File: src/rtl/uart_cmd_assembler_pkg.sv
// Shared types and helpers for the UART command assembler.
// Optional checksum byte support is enabled by defining UART_CMD_CHKSUM_EN.
package uart_cmd_pkg;

    localparam int MAX_BYTES = 8;

    typedef enum logic [1:0] {
        IDLE  = 2'd0,
        ACCUM = 2'd1,
        CHK   = 2'd2
    } state_e;

    // Expected checksum byte: inverted 8-bit sum of the low nbytes payload bytes.
    function automatic logic [7:0] calc_chksum(input logic [8*MAX_BYTES-1:0] payload,
                                               input int unsigned nbytes);
        logic [7:0] sum;
        sum = 8'h00;
        for (int i = 0; i < MAX_BYTES; i++) begin
            if (i < int'(nbytes)) begin
                sum = sum + payload[8*i +: 8];
            end
        end
        return ~sum;
    endfunction

endpackage

File: src/rtl/uart_cmd_assembler_if.sv
// Byte-in / command-out handshake bundle for the UART command assembler.
// slave: the assembler's view; master: the UART receiver + command processor side.
interface uart_cmd_assembler_if #(
    parameter int BYTES = 2
);
    logic [7:0]         rx_data;
    logic               rx_rdy;
    logic               clr_rdy;
    logic [8*BYTES-1:0] cmd;
    logic               cmd_rdy;
    logic               clr_cmd_rdy;
    logic               overrun;
    logic               timeout;
    logic               chk_err;

    modport slave (
        input  rx_data, rx_rdy, clr_cmd_rdy,
        output clr_rdy, cmd, cmd_rdy, overrun, timeout, chk_err
    );

    modport master (
        output rx_data, rx_rdy, clr_cmd_rdy,
        input  clr_rdy, cmd, cmd_rdy, overrun, timeout, chk_err
    );
endinterface

File: src/rtl/uart_cmd_assembler_byte_timeout_cnt.sv
// Inter-byte idle counter: expire_o fires on the TIMEOUT_CYC-th consecutive
// enabled cycle without clr_i. TIMEOUT_CYC=0 disables it entirely.
module byte_timeout_cnt #(
    parameter int TIMEOUT_CYC = 1_000_000
) (
    input  logic clk,
    input  logic rst,
    input  logic clr_i,
    input  logic en_i,
    output logic expire_o
);
    generate
        if (TIMEOUT_CYC == 0) begin : g_off
            logic unused_inputs;
            assign unused_inputs = ^{clk, rst, clr_i, en_i};
            assign expire_o = 1'b0;
        end else begin : g_on
            localparam int CW = $clog2(TIMEOUT_CYC + 1);
            localparam logic [CW-1:0] LAST = CW'(TIMEOUT_CYC - 1);

            logic [CW-1:0] cnt_q, cnt_d;
            logic          hit;

            // Count idle cycles; an accept (clr_i) always wins over expiry.
            always_comb begin
                cnt_d = cnt_q;
                hit   = 1'b0;
                if (clr_i || !en_i) begin
                    cnt_d = '0;
                end else if (cnt_q == LAST) begin
                    hit   = 1'b1;
                    cnt_d = '0;
                end else begin
                    cnt_d = cnt_q + 1'b1;
                end
            end

            // Counter register.
            always_ff @(posedge clk) begin
                if (rst) cnt_q <= '0;
                else     cnt_q <= cnt_d;
            end

            assign expire_o = hit;
        end
    endgenerate
endmodule

File: src/rtl/uart_cmd_assembler.sv
// Collects BYTES UART bytes (MSB first) into a double-buffered command word.
// Define UART_CMD_CHKSUM_EN to require a trailing inverted-sum checksum byte.
module uart_cmd_assembler
    import uart_cmd_pkg::*;
#(
    parameter int BYTES       = 2,
    parameter int TIMEOUT_CYC = 1_000_000
) (
    input  logic                 clk,
    input  logic                 rst,
    uart_cmd_assembler_if.slave  bus
);
    localparam int W  = 8 * BYTES;
    localparam int CW = $clog2(BYTES + 1);
    localparam logic [CW-1:0] LAST_CNT = CW'(BYTES);

    state_e        state_q, state_d;
    logic [CW-1:0] cnt_q, cnt_d, cnt_inc;
    logic [W-1:0]  shift_q, shift_d;
    logic [W-1:0]  cmd_q, cmd_d;
    logic [W-1:0]  word_new;
    logic [W+7:0]  shift_ext;
    logic          rdy_q, rdy_d;
    logic          ovr_q, ovr_d;
    logic          tmo_q, tmo_d;
    logic          accept, expire, complete;
`ifdef UART_CMD_CHKSUM_EN
    logic          cerr_q, cerr_d;
`endif

    // The assembler never stalls the receiver.
    assign accept      = bus.rx_rdy;
    assign bus.clr_rdy = accept;
    assign shift_ext   = {shift_q, bus.rx_data};
    assign cnt_inc     = cnt_q + 1'b1;

    byte_timeout_cnt #(.TIMEOUT_CYC(TIMEOUT_CYC)) u_tmo (
        .clk      (clk),
        .rst      (rst),
        .clr_i    (accept),
        .en_i     (state_q != IDLE),
        .expire_o (expire)
    );

    // Next-state, shift register and completion decode.
    always_comb begin
        state_d  = state_q;
        cnt_d    = cnt_q;
        shift_d  = shift_q;
        word_new = shift_ext[W-1:0];
        complete = 1'b0;
        tmo_d    = 1'b0;
`ifdef UART_CMD_CHKSUM_EN
        cerr_d   = 1'b0;
`endif
        case (state_q)
            IDLE, ACCUM: begin
                if (accept) begin
                    shift_d = shift_ext[W-1:0];
                    if (cnt_inc == LAST_CNT) begin
                        cnt_d = '0;
`ifdef UART_CMD_CHKSUM_EN
                        state_d = CHK;
`else
                        complete = 1'b1;
                        state_d  = IDLE;
`endif
                    end else begin
                        cnt_d   = cnt_inc;
                        state_d = ACCUM;
                    end
                end else if (expire) begin
                    state_d = IDLE;
                    cnt_d   = '0;
                    shift_d = '0;
                    tmo_d   = 1'b1;
                end
            end
`ifdef UART_CMD_CHKSUM_EN
            CHK: begin
                word_new = shift_q;
                if (accept) begin
                    state_d = IDLE;
                    if (bus.rx_data == calc_chksum((8*MAX_BYTES)'(shift_q), BYTES))
                        complete = 1'b1;
                    else
                        cerr_d = 1'b1;
                end else if (expire) begin
                    state_d = IDLE;
                    shift_d = '0;
                    tmo_d   = 1'b1;
                end
            end
`endif
            default: begin
                state_d = IDLE;
                cnt_d   = '0;
            end
        endcase

        cmd_d = complete ? word_new : cmd_q;
        rdy_d = complete ? 1'b1 : (bus.clr_cmd_rdy ? 1'b0 : rdy_q);
        ovr_d = complete && rdy_q && !bus.clr_cmd_rdy;
    end

    // State and datapath registers.
    always_ff @(posedge clk) begin
        if (rst) begin
            state_q <= IDLE;
            cnt_q   <= '0;
            shift_q <= '0;
            cmd_q   <= '0;
            rdy_q   <= 1'b0;
            ovr_q   <= 1'b0;
            tmo_q   <= 1'b0;
        end else begin
            state_q <= state_d;
            cnt_q   <= cnt_d;
            shift_q <= shift_d;
            cmd_q   <= cmd_d;
            rdy_q   <= rdy_d;
            ovr_q   <= ovr_d;
            tmo_q   <= tmo_d;
        end
    end

`ifdef UART_CMD_CHKSUM_EN
    // Checksum error pulse register.
    always_ff @(posedge clk) begin
        if (rst) cerr_q <= 1'b0;
        else     cerr_q <= cerr_d;
    end
    assign bus.chk_err = cerr_q;
`else
    assign bus.chk_err = 1'b0;
`endif

    assign bus.cmd     = cmd_q;
    assign bus.cmd_rdy = rdy_q;
    assign bus.overrun = ovr_q;
    assign bus.timeout = tmo_q;
endmodule

File: src/flat_wrapper.sv
// flat-port wrapper written by rule: the top's interface ports become plain ports
module uart_cmd_assembler_flat import uart_cmd_pkg::*;
#(
    parameter int BYTES       = 2,
    parameter int TIMEOUT_CYC = 1_000_000
)
  (clk, rst, bus_rx_data, bus_rx_rdy, bus_clr_cmd_rdy, bus_clr_rdy, bus_cmd, bus_cmd_rdy, bus_overrun, bus_timeout, bus_chk_err);
  uart_cmd_assembler_if #(.BYTES(BYTES)) bus_i ();
  input  logic clk;
  input  logic rst;
  input wire logic [$bits(bus_i.rx_data)-1:0] bus_rx_data;
  input wire logic [$bits(bus_i.rx_rdy)-1:0] bus_rx_rdy;
  input wire logic [$bits(bus_i.clr_cmd_rdy)-1:0] bus_clr_cmd_rdy;
  output wire logic [$bits(bus_i.clr_rdy)-1:0] bus_clr_rdy;
  output wire logic [$bits(bus_i.cmd)-1:0] bus_cmd;
  output wire logic [$bits(bus_i.cmd_rdy)-1:0] bus_cmd_rdy;
  output wire logic [$bits(bus_i.overrun)-1:0] bus_overrun;
  output wire logic [$bits(bus_i.timeout)-1:0] bus_timeout;
  output wire logic [$bits(bus_i.chk_err)-1:0] bus_chk_err;
  assign bus_i.rx_data = bus_rx_data;
  assign bus_i.rx_rdy = bus_rx_rdy;
  assign bus_i.clr_cmd_rdy = bus_clr_cmd_rdy;
  assign bus_clr_rdy = bus_i.clr_rdy;
  assign bus_cmd = bus_i.cmd;
  assign bus_cmd_rdy = bus_i.cmd_rdy;
  assign bus_overrun = bus_i.overrun;
  assign bus_timeout = bus_i.timeout;
  assign bus_chk_err = bus_i.chk_err;
  uart_cmd_assembler #(.BYTES(BYTES), .TIMEOUT_CYC(TIMEOUT_CYC)) u_core (.clk(clk), .rst(rst), .bus(bus_i));
endmodule
File: config.mk
export PLATFORM = sky130hd
export DESIGN_NAME = uart_cmd_assembler_flat
export DESIGN_NICKNAME = d
export VERILOG_FILES = /design/src/rtl/uart_cmd_assembler_pkg.sv /design/src/rtl/uart_cmd_assembler_if.sv /design/src/rtl/uart_cmd_assembler_byte_timeout_cnt.sv /design/src/rtl/uart_cmd_assembler.sv /design/src/flat_wrapper.sv
export SDC_FILE = /design/constraint.sdc
export NUM_CORES = 1
export LEC_CHECK = 0
export CORE_MARGIN = 3
export CORE_UTILIZATION = 45
export CTS_BUF_LIST = sky130_fd_sc_hd__clkbuf_8 sky130_fd_sc_hd__clkbuf_16
export CTS_CLUSTER_DIAMETER = 40
export DETAILED_ROUTE_END_ITERATION = 8
export PLACE_DENSITY = 0.69
export SETUP_SLACK_MARGIN = 0.15
export SLEW_MARGIN = 20
export SYNTH_ARGS = -nofsm -noshare
export SYNTH_HDL_FRONTEND = slang
export SYNTH_SLANG_ARGS = --single-unit
File: constraint.sdc
create_clock -name clk -period 4.65 [get_ports clk]
set_input_delay 0.93 -clock clk [delete_from_list [all_inputs] [get_ports clk]]
set_output_delay 0.93 -clock clk [all_outputs]
set_load 0.02 [all_outputs]
==> metrics list, run 1 <==
- Entering global routing, the biggest net connects 31 pins.
- Total DRC errors in the routed layout: 0
* Shortest clock period the worst path allows after layout: around 3300 ps
- The number of antenna diodes in the final layout is 0.
- Number of clock buffers inserted by TritonCTS: 5
- Detailed placement finished with a half-perimeter wire length of roughly 2800 µm.
- Vertical die dimension: between 70 and 80 µm
- The synthesized netlist occupies a cell area of 2110 µm².
- Max frequency: a little over 0.3 GHz
* FF-to-FF path depth: 4
* Cts repair resizes: 0
- Setup crit start kind: input port
- CTS built an H-tree with a depth of 2.
- The worst-case IR drop observed on VDD is 0.193 mV.
* Setup TNS after final layout: 0 ps
* Total routed wirelength: between 4000 and 5000 µm
- Cell count after synthesis: 240
- Setup repair after global routing missed its margin: false
- After detailed routing, the number of vias per cell comes to around 5.2.
- In this run, distinct cell masters in the synthesized netlist total 38.
- Placed Instances: between 300 and 400
- TritonCTS clock tree: done
- In the final layout, the share of cells above drive strength 1 is under 10%.
- In this run the biggest area consumer among cell types represents a little under half of the synthesized area.
* GRT Resource Usage Total: 15.8%
* Area added between synthesis and finish: 18.8%
* Maximum cell stage delay along the critical path: 750 ps
- Num Clock Sinks: 50
- Leak: slightly above 0.8 nW
- The pre-antenna-repair detailed-routing pass consisted of 4 iterations.
* Net count reported at finish: roughly 280
- Worst hold-check path type: flip-flop to flip-flop
- Setup repair bufs after CTS: 0
- Root buffer selected by CTS: clkbuf_8
- Core box area: around 4400 µm²
- In the synthesized netlist the async set-or-reset flop fraction comes to 0%.
* Final weighted congestion in routability-driven placement: between 0.7 and 0.8
- Data arrives at the worst endpoint at about 2400 ps.
- In this run the worst path has a maximum fanout of 13.
* Clock slew at reported path FFs: ~90 ps
- Synthesized area per cell: 8.80 µm²
- The critical path contains buffers and inverters numbering 2 combined.
* Vias in the first global route: 1569
- The worst setup path is captured at an output port.
- Clock tree buffer depth: 2
* Routed Antenna Nets: 0
* Worst clock skew on the final layout: approximately 13 ps
- Broken down by cell family, the worst path's largest delay share belongs to buffers and inverters.
* Flop-to-flop setup slack: about 2600 ps
- Critical path class: input port to output port
* Post-layout instance count excluding filler cells: ~320
- Normalized max-slew margin: 28.3%
- During placement, the flow inserted port buffers numbering 31.
- Number of max-capacitance violations reported: 0
- Vias: roughly 1700
- Number of failing hold endpoints at the final stage: 0
- Yosys top cell by area: dfxtp_1
- Final worst path period share: a little over 70%
- Most instantiated flip-flop cell in the synthesis netlist: dfxtp_1
- The signal on the critical path passes through clkdlybuf4s50_1 > clkdlybuf4s50_1.
* Chip width: approximately 75 µm
- Remaining Overflow, GRT: 0
* Setup violations, final: 0
- Synthesized flop and latch total: 50
- The total count of max-transition violations in the final report came to 0.
* Row count: 24
- Global-route wire length before repair: about 7000 µm
- Power per cell area: 305 nW/µm²
- The most numerous cell type found on the critical path is clkdlybuf4s50_1.
- Slew at the pin with the worst max-slew slack: approximately 1100 ps
- The initial antenna violation count is 0.
* Worst reg2reg path startpoint: u_core.u_tmo.g_on.cnt_q[8]
* Run status: finished clean
- The critical path crosses 2 cells after its start point.
- The die covers between 5000 and 6000 µm².
- In this run, the number of DRC markers left after iteration 0 of detailed routing was about 100.
- The number of nets in the synthesized netlist is roughly 250.
* Endpoint of the most critical register-to-register path: u_core.u_tmo.g_on.cnt_q[6]
* Worst setup path endpoint: bus_clr_rdy
- Average detailed-routed wire length per instance: 12.6 µm
* CTS hold repair buffers: 0
- Among all stages on the critical path, the largest delay is contributed by clkdlybuf4s50_1.
* Worst setup path startpoint: bus_rx_rdy
* Crit path required time: 3720 ps
- During I/O placement, the number of pins put on the boundary was 33.
- The Yosys step of the flow raised 0 warnings.
- At the later pin of the worst-skew pair, clock insertion delay measures a little over 300 ps.
- Once the floorplan was initialized, standard cells occupied approximately 48% of the core.
* EDFF count, synth: 0
- Leading post-synthesis cells by cell area: dfxtp_1, nand2_1, a21oi_1, xnor2_1, nor2_1
- Fraction of the yosys area taken by sequential cells: between 40% and 50%
==> sequential cells by signal, summed over array words and instances (netlist names) <==
signal,count
u_core.bus.cmd,16
u_core.bus.cmd_rdy,1
u_core.bus.overrun,1
u_core.bus.timeout,1
u_core.cnt_q,2
u_core.shift_q,8
u_core.state_q,1
u_core.u_tmo.g_on.cnt_q,20
==> cells in the final DEF, fill, tap and decap left out, drive strengths merged, types with 2 or more instances in the layout <==
cell / count
nor4b: 3
clkbuf: 5
nor3: 8
dfxtp: 50
nand4: 8
nand3: 6
nor3b: 2
a21oi: 26
clkinv: 2
o21ai: 4
nand2: 46
clkdlybuf4s50: 31
xor2: 2
mux2i: 2
inv: 6
nor4: 6
and3: 2
nor2: 22
xnor2: 14
o211ai: 8
==> Yosys cell counts, drive strengths merged (2+ instances only) <==
master,n
nor2,22
o21ai,4
dfxtp,50
mux2i,2
nor3b,2
o211ai,8
xor2,2
nor4b,3
nor4,6
nor3,8
inv,5
a21oi,26
xnor2,14
buf,6
nand2,46
and3,2
clkbuf,8
nand3,6
nand4,8
==> cells by family (layout without fill, tap and decap cells) <==
group,after synthesis,in the layout,synth area share [%]
and+or+nand+nor,108,108,27.5
DFF,50,50,47.4
AOI/OAI and AO/OA,42,42,12.0
buffers and inverters,20,46,4.80
xor gates and xnor gates,16,16,6.64
muxes,2,2,0.948
adders and majority gates,1,1,0.592
other,1,1,0.178
==> worst min-delay path by stage <==
stage | depth (start not counted) | endpoint | from | slack, ps
3_5_place_dp | 2 | u_core.bus.cmd[6] | u_core.bus.cmd[6] | 450
5_1_grt | 2 | u_core.bus.cmd[5] | u_core.bus.cmd[5] | 480
3_3_place_gp | 2 | u_core.bus.cmd[8] | u_core.shift_q[0] | 440
6_report | 2 | u_core.bus.cmd[6] | u_core.bus.cmd[6] | 450
2_1_floorplan | 2 | u_core.bus.cmd[10] | u_core.shift_q[2] | 430
4_1_cts | 2 | u_core.bus.cmd[6] | u_core.bus.cmd[6] | 460
==> tightest hold or removal path, stage by stage (launching register included) <==
cell and delay [ps]:
dfxtp_1 320, nand2_1 50, a21oi_1 50
==> metrics by stage <==
stage                     util (%)  hold WS [ps]  instance area (µm²)  setup WS (ps)  total power [W]
after global routing          56.5           482                 2510           1290         0.000795
after CTS                     56.5           460                 2510           1340         0.000772
final                         56.5           455                 2510           1340         0.000765
after detailed placement      54.4           447                 2420           1340         0.000515
after floorplan                  -           432                 2110           2660         0.000488
after global placement        54.4           441                 2420           1370         0.000514
==> layer usage <==
layer | track usage, % | share of wire (%) | up-vias
met4 | 7.11 | 0.82 | 0
met3 | 2.97 | 5.2 | 2
met2 | 25.5 | 45 | 34
met5 | 0 | 0 | -
met1 | 20.5 | 49 | 761
li1 | - | - | 868
==> final cells by class <==
| class | instances | area, µm² |
|---|---|---|
| Clock inverter | 3 | 25.0 |
| Sequential cell | 50 | 1000 |
| Timing Repair Buffer | 32 | 318 |
| Fill cell | 420 | 1930 |
| Inverter | 6 | 22.5 |
| Tap cell | 52 | 65.1 |
| Clock buffer | 5 | 68.8 |
| Multi-Input combinational cell | 170 | 1010 |
==> where the power goes <==
group | internal [W] | total [W] | switching, W
Clock | 0.000109 | 0.000261 | 0.000152
Sequential | 0.000439 | 0.000445 | 0.00000653
Combinational | 0.0000264 | 0.0000592 | 0.0000327
Total | 0.000574 | 0.000765 | 0.000191
No activity file was read; power rests on OpenSTA's default activity.
==> run 2, diff against run 1 <==
- clock period: 4.65 -> 3.45 ns (I/O delays scaled with it)
==> run 2 against run 1 <==
- sequential cell count unchanged
- register-to-register slack worse by 1200 ps
- global-route usage up 0.42 points
- worst hold slack better by 1.0 ps
- power up 37%
- count of clock-buffer cells in the layout unchanged
- combinational power up 38%
- critical endpoint unchanged
- critical path depth up 1
==> metrics list, run 2 (synthesis results as in run 1) <==
- Run status: finished clean
- In this run the tool buffered the top-level ports with 31 buffer cells.
- Clock tree buffer depth: 2
- Commonest non-fill, non-tap cell in the layout: dfxtp_1
- Across the run, the number of max-cap violations was 0.
* Number of failing hold endpoints at the final stage: 0
- During I/O placement, the number of pins put on the boundary was 33.
- Area of combinational cells with multiple inputs: 1010 µm²
* Critical path class: input port to output port
- Worst setup path startpoint: bus_rx_rdy
- Average detailed-routed wire length per instance: between 10 and 15 µm
- Setup WS post-layout: roughly 800 ps
* Setup crit start kind: input port
- Flop-to-flop setup slack: about 1400 ps
* End-of-flow core utilization: ~57%
* Leak: around 0.83 nW
- For this design the ratio of total power to cell area is 414 nW/µm².
- At the end of routability-driven placement, the weighted congestion stood at about 0.75.
- The net count of the finished layout is 280.
* Clock latency at the later pin of the worst-skew pair: between 300 and 400 ps
- The cell family contributing the most delay on the critical path is buffers and inverters.
* Worst reg2reg path startpoint: u_core.u_tmo.g_on.cnt_q[8]
- Clock slew at reported path FFs: approximately 90 ps
- The library cells used most frequently in the layout, excluding fill and tap cells, are dfxtp_1, nand2_1, clkdlybuf4s50_1.
- For the final database, setup skew stands at between 10 and 15 ps.
- Area of the die: around 5600 µm²
* Number of clock buffers inserted by TritonCTS: 5
- Counting flops per register, the top entry is u_core.u_tmo.g_on.cnt_q.
- After clock tree synthesis, the setup repair step added 0 buffers.
- Crit path required time: approximately 2800 ps
* CTS hold repair buffers: 0
- Largest register FFs: 20
* Kind of end point of the critical path: output port
* Detailed-placement wirelength estimate: ~2800 µm
* CP max FO: 13
- Core box area: approximately 4400 µm²
- Seq. cell area: roughly 1000 µm²
* GRT Resource Usage Total: 16.2%
* Normalized max-slew margin: slightly above 60%
- Number of H-tree levels: 2
- FF-to-FF path depth: 4
- Maximum cell stage delay along the critical path: a little over 600 ps
- Vertical die dimension: around 75 µm
- Placed Instances: approximately 310
- The first global-routing pass estimated 6930 µm of wire.
- Worst path most repeated cell: clkdlybuf4s50_1
* Row count: 24
- The repair_antennas step left the layout with diodes totalling 0.
* Beginning of the worst hold path: u_core.bus.cmd[5]
- The critical path goes through clkdlybuf4s50_1 > buf_4 > clkdlybuf4s50_1.
- STA puts the critical path data arrival time at between 1500 and 2000 ps.
- Max frequency: around 0.38 GHz
- Cell with the largest stage delay on the worst path: clkdlybuf4s50_1
- Final worst path period share: about three quarters
* Post-Place Setup Slack: between 800 and 900 ps
- Setup violations, final: 0
- Entering global routing, the biggest net connects 31 pins.
* Starting density of the core: around 48%
- Setup TNS after final layout: 0 ps
- Counting the fill cells in the layout gives roughly 430.
* Worst IR Drop VDD: around 0.28 mV
- The initial antenna violation count is 0.
- Worst hold path stage count: 2
- Detailed-route vias per instance: between 5 and 6
- Vias in the first global route: 1544
- The number of gates resized after CTS was 0.
- The path with the worst hold slack has its endpoint at u_core.bus.cmd[5].
* Chip width: approximately 75 µm
- The first routing iteration left a little over 90 violations.
* Slew at the pin with the worst max-slew slack: roughly 570 ps
- The root buffer cell chosen for the clock tree is clkbuf_8.
- Setup repair after global routing left no endpoint under its margin.
* TritonCTS clock tree: done
* Endpoint of the most critical register-to-register path: u_core.u_tmo.g_on.cnt_q[12]
- The detail route stage leaves a number of antenna-violating nets equal to 0.
- The number of buffers and inverters on the critical path is 3.
- Hold is met by 456 ps.
- From synthesis to final layout, the design area changed by 19.7%.
* Total routed wirelength: between 4000 and 5000 µm
- Vias: approximately 1700
* Num Clock Sinks: 50
- Worst hold-check path type: flip-flop to flip-flop
- In the final layout, the share of cells above drive strength 1 is under 10%.
* Post-layout instance count excluding filler cells: 320
- Total DRC errors in the routed layout: 0
- For this run, the detailed router's first-pass iteration total came to 5.
* Shortest clock period the worst path allows after layout: between 2000 and 3000 ps
- Final Slew Violations: 0
- Remaining Overflow, GRT: 0
## run 2: cell count changes in the layout (fill, tap and decap cells not counted)
cell,change
buf_4,+2
clkinvlp_4,-1
inv_8,+1
## run 2: worst reg2reg max path, cell delays in order, from the launching register on
cell and delay, ps:
dfxtp_1 410, nor4b_1 340, nand4_1 520, o21ai_4 600
nor2_1 100
## run 2: metal layers
metal | vias to the layer above | routed length [µm] | track usage [%] | share of wire (%)
met5 | - | 0 | 0 | 0
met4 | 0 | 81 | 7.11 | 2.0
met3 | 9 | 239 | 4.73 | 5.9
met2 | 46 | 1820 | 25.2 | 45
met1 | 755 | 1910 | 21.0 | 47
li1 | 872 | - | - | -
## run 2: stage by stage
stage | power [W] | instance area, µm²
6_report | 0.00105 | 2530
2_1_floorplan | 0.000658 | 2110
3_3_place_gp | 0.000695 | 2430
3_5_place_dp | 0.000695 | 2430
5_1_grt | 0.00109 | 2530
4_1_cts | 0.00106 | 2530
## run 2: final cells by class
| cell class | count | share of cell area, % |
|---|---|---|
| sequential | 50 | 39.6 |
| timing repair buffer | 34 | 13.2 |
| tap | 52 | 2.57 |
| clock inverter | 3 | 1.14 |
| inverter | 6 | 0.891 |
| multi-input combinational | 170 | 39.9 |
| clock buffer | 5 | 2.72 |
## run 2: worst max-delay path by stage
stage / to / cells past startpoint
after floorplan: u_core.bus.cmd[10] / 6
after global placement: bus_clr_rdy / 3
after detailed placement: bus_clr_rdy / 3
after CTS: bus_clr_rdy / 3
after global routing: bus_clr_rdy / 3
final: bus_clr_rdy / 3
## run 2: power breakdown
part / switching [W] / internal (W)
Sequential: 0.00000853 / 0.000591
Clock: 0.000213 / 0.000152
Combinational: 0.0000446 / 0.0000373
Total: 0.000266 / 0.000780
==> run 3, diff against run 2 <==
- PLACE_DENSITY: 0.69 -> 0.71
- clock period: 3.45 -> 2.3 ns (I/O delays scaled with it)
==> run 3 against run 2 <==
- sequential power rose by 50%
- first-iteration DRC count fell by 26%
- via count is 0.48% higher
- power increased by 49%
- clock skew is 7.2 ps higher
- final area increased by 0.59%
- routed wire length shrank 1.1%
- non-clock buffer count rose by 2
- utilization is 0.34 points higher
- register-to-register slack got worse by 960 ps
- count of clock-buffer cells in the layout unchanged
- critical path type unchanged
==> metrics list, run 3 (synthesis results as in run 1) <==
* Run status: finished clean
- In this run the worst path has a maximum fanout of 2.
* Kind of end point of the critical path: output port
- Clock tree synthesis inserted a total of 5 buffers.
- On the critical path, the stage with the largest delay is an instance of clkdlybuf4s50_1.
* Core box area: roughly 4400 µm²
* Diodes inserted: 0
- Chip width: ~75 µm
- The first global-routing pass estimated between 6000 and 7000 µm of wire.
* Antenna violations before repair: 0
* Leak: between 0.8 and 0.9 nW
* Top reg by flops: u_core.u_tmo.g_on.cnt_q
- Vias in the first global route: 1509
- Critical path cell sequence: clkdlybuf4s50_1 > clkdlybuf4s50_1
* Setup repair bufs after CTS: 0
* Maximum cell stage delay along the critical path: ~600 ps
* Final instance area: around 2500 µm²
- Kind of cell adding the most delay to the critical path: buffers and inverters
- From synthesis to final layout, the design area changed by 20.4%.
* PortBufs: 31
* Area of the die: about 5600 µm²
- Fraction of layout cells with a size suffix above 1: under 10%
- Pin count of the biggest net entering global routing: 30
- The number of buffers and inverters on the critical path is 2.
* Largest register FFs: 20
- The share of total power dissipated in combinational logic is under 10%.
* TritonCTS clock tree: done
* Cts repair resizes: 0
- For this run, design rule violations remaining after detail routing come to 0.
- In the final routed layout, each cell accounts on average for 12.5 µm.
- Across all setup checks in the final design, the least slack found is 304 ps.
- Based on the critical path, the design can be clocked at up to roughly 0.5 GHz.
- After legalization and detailed placement, the total HPWL measured ~2800 µm.
- Net count reported at finish: around 280
* Final worst path period share: 86.8%
- Number of failing hold endpoints at the final stage: 0
- Post-Place Setup Slack: approximately 310 ps
- Starting density of the core: a little under half
- Sequential cells account for a little under three fifths of the total power.
* Net Sw Frac: 25.2%
- Clock slew at reported path FFs: roughly 100 ps
- Final Slew Violations: 0
- Summed over all nets, the switching power comes to approximately 0.00039 W.
- The detailed router finished its first iteration with slightly below 70 violations.
- Number of I/O pins: 33
- Clock tree buffer depth: 2
- Vias: 1690
- Commonest cells after routing, fill and taps aside: dfxtp_1, nand2_1, clkdlybuf4s50_1
- After clock tree synthesis, the flow added hold-fix buffers numbering 0.
- For the worst setup path, the data required time is around 1800 ps.
- Before antenna repair, the detailed router went through 4 iterations.
- IR analysis of the VDD net gives a maximum drop of 0.424 mV.
* Setup violations, final: 0
* Vertical die dimension: 74.5 µm
- Fill cells in the final layout number between 400 and 500.
- Global routing used 15.6% of the available tracks.
- The worst setup path is of the input port to output port kind.
* Dpl cell area: 2450 µm²
- Setup repair after global routing missed its margin: false
- Detailed-route vias per instance: between 5 and 6
* Remaining Overflow, GRT: 0
* Routed Antenna Nets: 0
- Worst path most repeated cell: clkdlybuf4s50_1
- The clock network is responsible for between 30 and 40% of the overall power.
* Row count: 24
- The final layout contains routed wiring with a total length of around 4000 µm.
- Internal Pwr Total: around 0.0012 W
- The clock arrives with approximately 18 ps of skew.
- Counting every sink on the clock net gives 50.
- Number of max-capacitance violations reported: 0
* Number of H-tree levels: 2
* Root buffer selected by CTS: clkbuf_8
- Power per cell area: 615 nW/µm²
* Setup crit start kind: input port
- Shortest clock period the worst path allows after layout: 2000 ps
- Worst hold-check path type: flip-flop to flip-flop
- Clock latency at the later pin of the worst-skew pair: around 310 ps
* Final weighted congestion in routability-driven placement: roughly 0.78
- Setup TNS after final layout: 0 ps
- The library cell used most frequently in the layout, excluding fill and tap cells, is dfxtp_1.
- For the worst setup path, the data arrival time is 1540 ps.
[run 3: worst paths after layout]
check             slack [ps]                       start  depth (start not counted)                           to
setup reg to reg         390  u_core.u_tmo.g_on.cnt_q[0]                          5  u_core.u_tmo.g_on.cnt_q[15]
hold reg to reg          460           u_core.bus.cmd[3]                          2            u_core.bus.cmd[3]
setup / recovery         300                  bus_rx_rdy                          2                  bus_clr_rdy
hold / removal           460           u_core.bus.cmd[3]                          2            u_core.bus.cmd[3]
[run 3: worst min-delay path, stage by stage, from the launching register on]
cell	delay (ps)
dfxtp_1	320
nand2_1	50
a21oi_1	50
[run 3: metrics by stage]
| step | hold WS [ps] | util [%] | power (W) | cells |
|---|---|---|---|---|
| after detailed placement | 448 | 55.0 | 0.00104 | 314 |
| after global placement | 442 | 55.0 | 0.00104 | 314 |
| after floorplan | 432 | - | 0.000988 | 240 |
| after CTS | 462 | 57.2 | 0.00158 | 322 |
| after global routing | 474 | 57.2 | 0.00163 | 322 |
| final | 458 | 57.2 | 0.00156 | 322 |
[run 3: power by group through the flow]
| stage | Combinational (W) | Sequential, W | Clock (W) |
|---|---|---|---|
| global placement | 0.000124 | 0.000919 | 0 |
| detailed placement | 0.000125 | 0.000920 | 0 |
| floorplan | 0.0000578 | 0.000930 | 0 |
| CTS | 0.000125 | 0.000900 | 0.000555 |
| finish | 0.000124 | 0.000900 | 0.000541 |
| global route | 0.000137 | 0.000903 | 0.000589 |
[run 3: area by class of cell]
class                   count  area [µm²]  share of cell area [%]
flip-flops and latches     50        1000                    39.4
repair buffers             36         348                    13.7
clock buffers               5        68.8                    2.71
well taps                  52        65.1                    2.56
clock inverters             3        28.8                    1.13
multi-input cells         170        1010                    39.7
inverters                   6        22.5                   0.885
[run 3: per-layer routing]
metal | global-route usage (%) | up-vias | share of wire [%]
met5 | 0 | - | 0
met4 | 4.15 | 0 | 1.0
met3 | 4.46 | 4 | 5.5
met2 | 25.4 | 37 | 45
met1 | 20.4 | 777 | 49
li1 | - | 872 | -
